### src/rtl/fft_pkg.sv
// fft_pkg: shared FFT sequencer state type, default sizing and twiddle width
package fft_pkg;
    typedef enum logic [1:0] {IDLE, RUN, FLUSH, DONE} fft_seq_state_t;
    localparam int FFT_N_LOG2 = 8;
    localparam int FFT_READ_LAT = 1;
    localparam int FFT_TW_W = FFT_N_LOG2 - 1;
    function automatic int tw_width(input int n_log2);
        return n_log2 - 1;
    endfunction
endpackage

### src/rtl/fft_sequencer_addr_gen.sv
// fft_addr_gen: butterfly read addresses and twiddle index from stage s and butterfly k
// ports: s, k in; addr_a, addr_b, tw out (combinational)
module fft_addr_gen import fft_pkg::*; #(
    parameter int N_LOG2 = FFT_N_LOG2,
    parameter int SW = $clog2(N_LOG2)
) (
    input  logic [SW-1:0]               s,
    input  logic [N_LOG2-2:0]           k,
    output logic [N_LOG2-1:0]           addr_a,
    output logic [N_LOG2-1:0]           addr_b,
    output logic [tw_width(N_LOG2)-1:0] tw
);
    logic [N_LOG2-1:0] half, p, j;
    always_comb begin
        half = N_LOG2'(1) << s;
        p = {1'b0, k} & (half - N_LOG2'(1));
        j = {1'b0, k} >> s;
        addr_a = ((j << s) << 1) | p;
        addr_b = addr_a + half;
        tw = tw_width(N_LOG2)'(p << (SW'(N_LOG2 - 1) - s));
    end
endmodule

### src/rtl/fft_sequencer.sv
// fft_sequencer: in-place radix-2 DIT FFT read/twiddle/write-back address sequencer
// ports: clk, rst, start, [stall with FFT_SEQ_STALL_EN] in; busy, done, rd_en, rd_addr_a/b,
//        tw_addr, wr_en, wr_addr_a/b, stage out; optional stall gated by FFT_SEQ_STALL_EN
module fft_sequencer import fft_pkg::*; #(
    parameter int N_LOG2 = FFT_N_LOG2,
    parameter int READ_LAT = FFT_READ_LAT
) (
    input  logic                        clk,
    input  logic                        rst,
`ifdef FFT_SEQ_STALL_EN
    input  logic                        stall,
`endif
    input  logic                        start,
    output logic                        busy,
    output logic                        done,
    output logic                        rd_en,
    output logic [N_LOG2-1:0]           rd_addr_a,
    output logic [N_LOG2-1:0]           rd_addr_b,
    output logic [tw_width(N_LOG2)-1:0] tw_addr,
    output logic                        wr_en,
    output logic [N_LOG2-1:0]           wr_addr_a,
    output logic [N_LOG2-1:0]           wr_addr_b,
    output logic [$clog2(N_LOG2)-1:0]   stage
);
    localparam int SW = $clog2(N_LOG2);
    localparam int TW = tw_width(N_LOG2);
    localparam int PW = 2 * N_LOG2 + 1;
    fft_seq_state_t state_q, state_d;
    logic [SW-1:0] s_q, s_d;
    logic [N_LOG2-2:0] k_q, k_d;
    logic [2:0] cnt_q, cnt_d;
    logic busy_q, busy_d, done_q, done_d, rd_en_q, rd_en_d, wr_v;
    logic [N_LOG2-1:0] rd_a_q, rd_a_d, rd_b_q, rd_b_d, gen_a, gen_b;
    logic [TW-1:0] tw_q, tw_d, gen_tw;
    logic [READ_LAT-1:0][PW-1:0] pipe_q, pipe_d;
    logic hold;

    // a stalled cycle freezes everything and re-presents the same op once stall drops
`ifdef FFT_SEQ_STALL_EN
    assign hold = stall && (state_q == RUN || state_q == FLUSH);
`else
    assign hold = 1'b0;
`endif

    // addresses are generated from the next counters so the outputs leave a flop
    fft_addr_gen #(.N_LOG2(N_LOG2), .SW(SW)) u_gen (
        .s(s_d), .k(k_d), .addr_a(gen_a), .addr_b(gen_b), .tw(gen_tw)
    );

    always_comb begin
        state_d = state_q;
        s_d = s_q;
        k_d = k_q;
        cnt_d = cnt_q;
        case (state_q)
            IDLE: if (start) begin
                state_d = RUN;
                s_d = '0;
                k_d = '0;
            end
            RUN: if (&k_q) begin
                state_d = FLUSH;
                cnt_d = '0;
            end else k_d = k_q + 1'b1;
            FLUSH: if (cnt_q != 3'(READ_LAT - 1)) cnt_d = cnt_q + 1'b1;
            else if (s_q == SW'(N_LOG2 - 1)) state_d = DONE;
            else begin
                state_d = RUN;
                s_d = s_q + 1'b1;
                k_d = '0;
            end
            DONE: begin
                state_d = IDLE;
                s_d = '0;
                k_d = '0;
            end
            default: state_d = IDLE;
        endcase
        busy_d = state_d != IDLE;
        done_d = state_d == DONE;
        rd_en_d = state_d == RUN;
        rd_a_d = rd_en_d ? gen_a : '0;
        rd_b_d = rd_en_d ? gen_b : '0;
        tw_d = rd_en_d ? gen_tw : '0;
    end

    // write-back delay line: entry 0 holds the op issued last cycle
    if (READ_LAT == 1) begin : g_pipe1
        assign pipe_d = {rd_en_q, rd_a_q, rd_b_q};
    end else begin : g_pipen
        assign pipe_d = {pipe_q[READ_LAT-2:0], {rd_en_q, rd_a_q, rd_b_q}};
    end

    always_ff @(posedge clk) begin
        if (rst) begin
            state_q <= IDLE;
            s_q <= '0;
            k_q <= '0;
            cnt_q <= '0;
            busy_q <= 1'b0;
            done_q <= 1'b0;
            rd_en_q <= 1'b0;
            rd_a_q <= '0;
            rd_b_q <= '0;
            tw_q <= '0;
            pipe_q <= '0;
        end else if (!hold) begin
            state_q <= state_d;
            s_q <= s_d;
            k_q <= k_d;
            cnt_q <= cnt_d;
            busy_q <= busy_d;
            done_q <= done_d;
            rd_en_q <= rd_en_d;
            rd_a_q <= rd_a_d;
            rd_b_q <= rd_b_d;
            tw_q <= tw_d;
            pipe_q <= pipe_d;
        end
    end

    assign {wr_v, wr_addr_a, wr_addr_b} = pipe_q[READ_LAT-1];
    assign wr_en = wr_v && !hold;
    assign rd_en = rd_en_q && !hold;
    assign busy = busy_q;
    assign done = done_q;
    assign rd_addr_a = rd_a_q;
    assign rd_addr_b = rd_b_q;
    assign tw_addr = tw_q;
    assign stage = s_q;
endmodule

### config.mk
export PLATFORM = sky130hd
export DESIGN_NAME = fft_sequencer
export DESIGN_NICKNAME = d
export VERILOG_FILES = /design/src/rtl/fft_pkg.sv /design/src/rtl/fft_sequencer_addr_gen.sv /design/src/rtl/fft_sequencer.sv
export SDC_FILE = /design/constraint.sdc
export NUM_CORES = 1
export LEC_CHECK = 0
export BUFFER_PORTS_ARGS = -buffer_cell sky130_fd_sc_hd__buf_2
export CORE_MARGIN = 1.5
export CORE_UTILIZATION = 55
export CTS_BUF_LIST = sky130_fd_sc_hd__clkbuf_16
export DETAILED_ROUTE_END_ITERATION = 12
export HOLD_SLACK_MARGIN = 0.03
export PLACE_DENSITY = 0.86
export RECOVER_POWER = 100
export SETUP_SLACK_MARGIN = 0.15
export SYNTH_ARGS = -nofsm -noshare
export SYNTH_HDL_FRONTEND = slang
export SYNTH_SLANG_ARGS = --single-unit
### constraint.sdc
create_clock -name clk -period 8.21 [get_ports clk]
set_input_delay 0.821 -clock clk [delete_from_list [all_inputs] [get_ports clk]]
set_output_delay 0.821 -clock clk [all_outputs]
set_load 0.02 [all_outputs]
==> results_dict.tcl <==
set metrics [dict create \
    status "complete, no violations" \
    drt-initial-drc-count 193 \
    gp_congestion 0.921 \
    drive_gt1_frac 0.0731 \
    hold_class "reg -> reg" \
    cts_tree "done" \
    synthesis.instances 295 \
    drc 0 \
    vias 2338 \
    startpoint "cnt_q[0]" \
    synth-warning-count 0 \
    cts_hold_buf 0 \
    grt_pass1_wl_um 9780 \
    synth_compound_area_frac 0.190 \
    die_w_um 73.3 \
    power_leakage_nw 1.21 \
    worstMarginPinSlew_ns 1.36 \
    power_density_mw_per_mm2 222 \
    clock-sinks 58 \
    num_rows 25 \
    clockBufferDepth 2 \
    cts.clk_slew.worst_paths_ns 0.05 \
    hpwl_um 4010 \
    final_cell_count_no_fill 409 \
    htreeDepth 3 \
    initial_utilization 0.572 \
    via_per_inst 5.72 \
    end_kind "flop" \
    clock_skew_ns 0.00294 \
    grt_pass1_vias 2066 \
    synthXorXnorAreaFrac 0.0225 \
    use_met2 0.367 \
    grtUsageMet3 0.0782 \
    synth_top_family_by_area "simple AND/OR/NAND/NOR gates" \
    hold_viol 0 \
    synth-seq-area-share 0.427 \
    crit_cells 13 \
    ys_types 61 \
    path_cells "inv_1 > ha_1 > and2b_1 > a311oi_1 > a211oi_1 > a21oi_1 > fa_1 > a21o_1 > a21oi_1 > o21bai_1 > a21oi_1 > xor2_1 > nor2_1" \
    die_area_mm2 0.00537 \
    path_class "reg -> reg" \
    n_antenna_cell 0 \
    placed_cells 394 \
    crit_end "rd_addr_b[6]" \
    synthesis.nets 309 \
    r2r_setup_slack_ns 4.13 \
    use_met1 0.312 \
    cts_setup_buffers 0 \
    synth_area_leaders "dfxtp_1 (43%), nor2_1 (6.1%), ha_1 (4.6%)" \
    yosys-top-cells-count "dfxtp_1 (58), nor2_1 (44), a21oi_1 (21)" \
    synth_top_cell_by_area "dfxtp_1" \
    grt_antenna_before_repair 0 \
    grt_overflow 0 \
    cp.required_ns 8.39 \
    timing.critical_path.buf_inv 1 \
    numCtsBuffers 9 \
    rr_worst_depth 13 \
    grt-busiest-layer "met2" \
    muxShareOfSynthArea 0.0110 \
    post-route-period-util 0.496 \
    async_reset_ff_frac 0 \
    critPathTopFamily "compound AO/OA/AOI/OAI gates" \
    timing.critical_path.mode_cell "a21oi_1" \
    setup_viol 0 \
    final_core_util 0.651 \
    synth_edf_count 0 \
    synth_area_mm2 0.00272 \
    cp_max_fo 11 \
    grt_usage 0.241 \
    fmax_mhz 245 \
    slew_headroom 0.0914 \
    hold_slack_ns 0.457 \
    routedWlPerCell_um 15.1 \
    period_needed_ns 4.08 \
    area_delta_synth_final_pct 13.8 \
    synth_seq_cells 58 \
    maxCapViolations 0 \
    crit_arrival_ns 4.26 \
    critPathSlowestCell "a211oi_1" \
    synth-adder-area-share 0.0534 \
    wl_um 6190 \
    layout.nets 352 \
    max_stage_delay_ns 1.00 \
    ioPinCount 49 \
    antenna_left 0 \
    r2r_end "rd_addr_b[6]" \
    reg2reg_from "cnt_q[0]" \
    tns_ns 0 \
    core_area_mm2 0.00475 \
    grt_max_degree 34 \
    post_cts_resized 0 \
    clock_latency_ns 0.32 \
    first_pass_iters 5 \
    start_kind "flop" \
    synthSimpleGateAreaFrac 0.242 \
    peakVddDrop_mv 0.200 \
    cts_root_buf "clkbuf_16" \
    die_h_um 73.3 \
    portBuffers 48 \
    synthFlopType "dfxtp_1" \
    avgSynthCellArea_um2 9.22 \
    rsz0062_at_grt "false" \
    netlist.area_leader.share 0.427 \
    slew_viol_final 0 \
    yosysMostFrequentCell "dfxtp_1" \
]
area by class of cell:
cell class | count | area, um2
sequential | 58 | 1160
clock buffer | 9 | 225
multi-input combinational | 211 | 1350
fill | 437 | 1660
tap | 67 | 83.8
clock inverter | 6 | 58.8
inverter | 10 | 37.5
timing repair buffer | 48 | 181
placed cells by master (no fill, tap or decap), types with 8 or more instances in the layout:
cell,Yosys,final
dfxtp_1,58,58
clkbuf_1,5,47
nor2_1,44,44
a21oi_1,21,21
nor2b_1,20,20
nand2_1,11,12
nor3_1,10,11
inv_1,9,10
ha_1,10,10
clkbuf_16,0,9
nand3_1,8,8
stage by stage:
step                      worst slack (ns)  power, mW  instance area [um2]
after floorplan                       5.06      0.329                 2720
after global placement                4.67      0.338                 2940
after detailed placement              4.54      0.339                 2940
after CTS                             4.47      0.695                 3220
after global routing                  3.77      0.709                 3090
final                                 4.13      0.686                 3090
how the worst min path moves through the flow:
stage                      end    startpoint  slack, ns  cells after the start
CTS                 pipe_q[15]  rd_addr_a[7]       0.46                      1
floorplan             cnt_q[1]      cnt_q[1]       0.49                      2
global route         pipe_q[2]  rd_addr_b[2]       0.47                      1
finish              pipe_q[15]  rd_addr_a[7]       0.46                      1
detailed placement  pipe_q[15]  rd_addr_a[7]       0.45                      1
global placement     pipe_q[3]  rd_addr_b[3]       0.44                      1
routing by layer:
metal	part of all wire	wire [um]
met1	0.43	2680
met2	0.45	2770
met4	0.026	161
met3	0.094	580
met5	0	0
sequential cells by signal, summed over array words and instances, names as in the netlist:
register,count
pipe_q,17
rd_addr_a,8
rd_addr_b,8
k_q,7
tw_addr,7
cnt_q,3
stage,3
state_q,2
busy,1
done,1
rd_en,1
report_power, final:
part | total, mW | internal (mW) | leakage [nW] | switching [mW]
Clock | 0.356 | 0.231 | 0.145 | 0.125
Combinational | 0.0378 | 0.0117 | 0.597 | 0.0261
Sequential | 0.292 | 0.287 | 0.470 | 0.00481
kinds of logic (layout without fill, tap and decap cells):
kind of cell | count (synthesis) | count (layout)
buf+inv | 26 | 73
simple gates | 122 | 122
mux | 3 | 3
fa+ha+maj | 11 | 11
other cells | 1 | 1
flops | 58 | 58
xor+xnor | 7 | 7
compound gates | 67 | 67
Power figures use the tool's default switching activity.
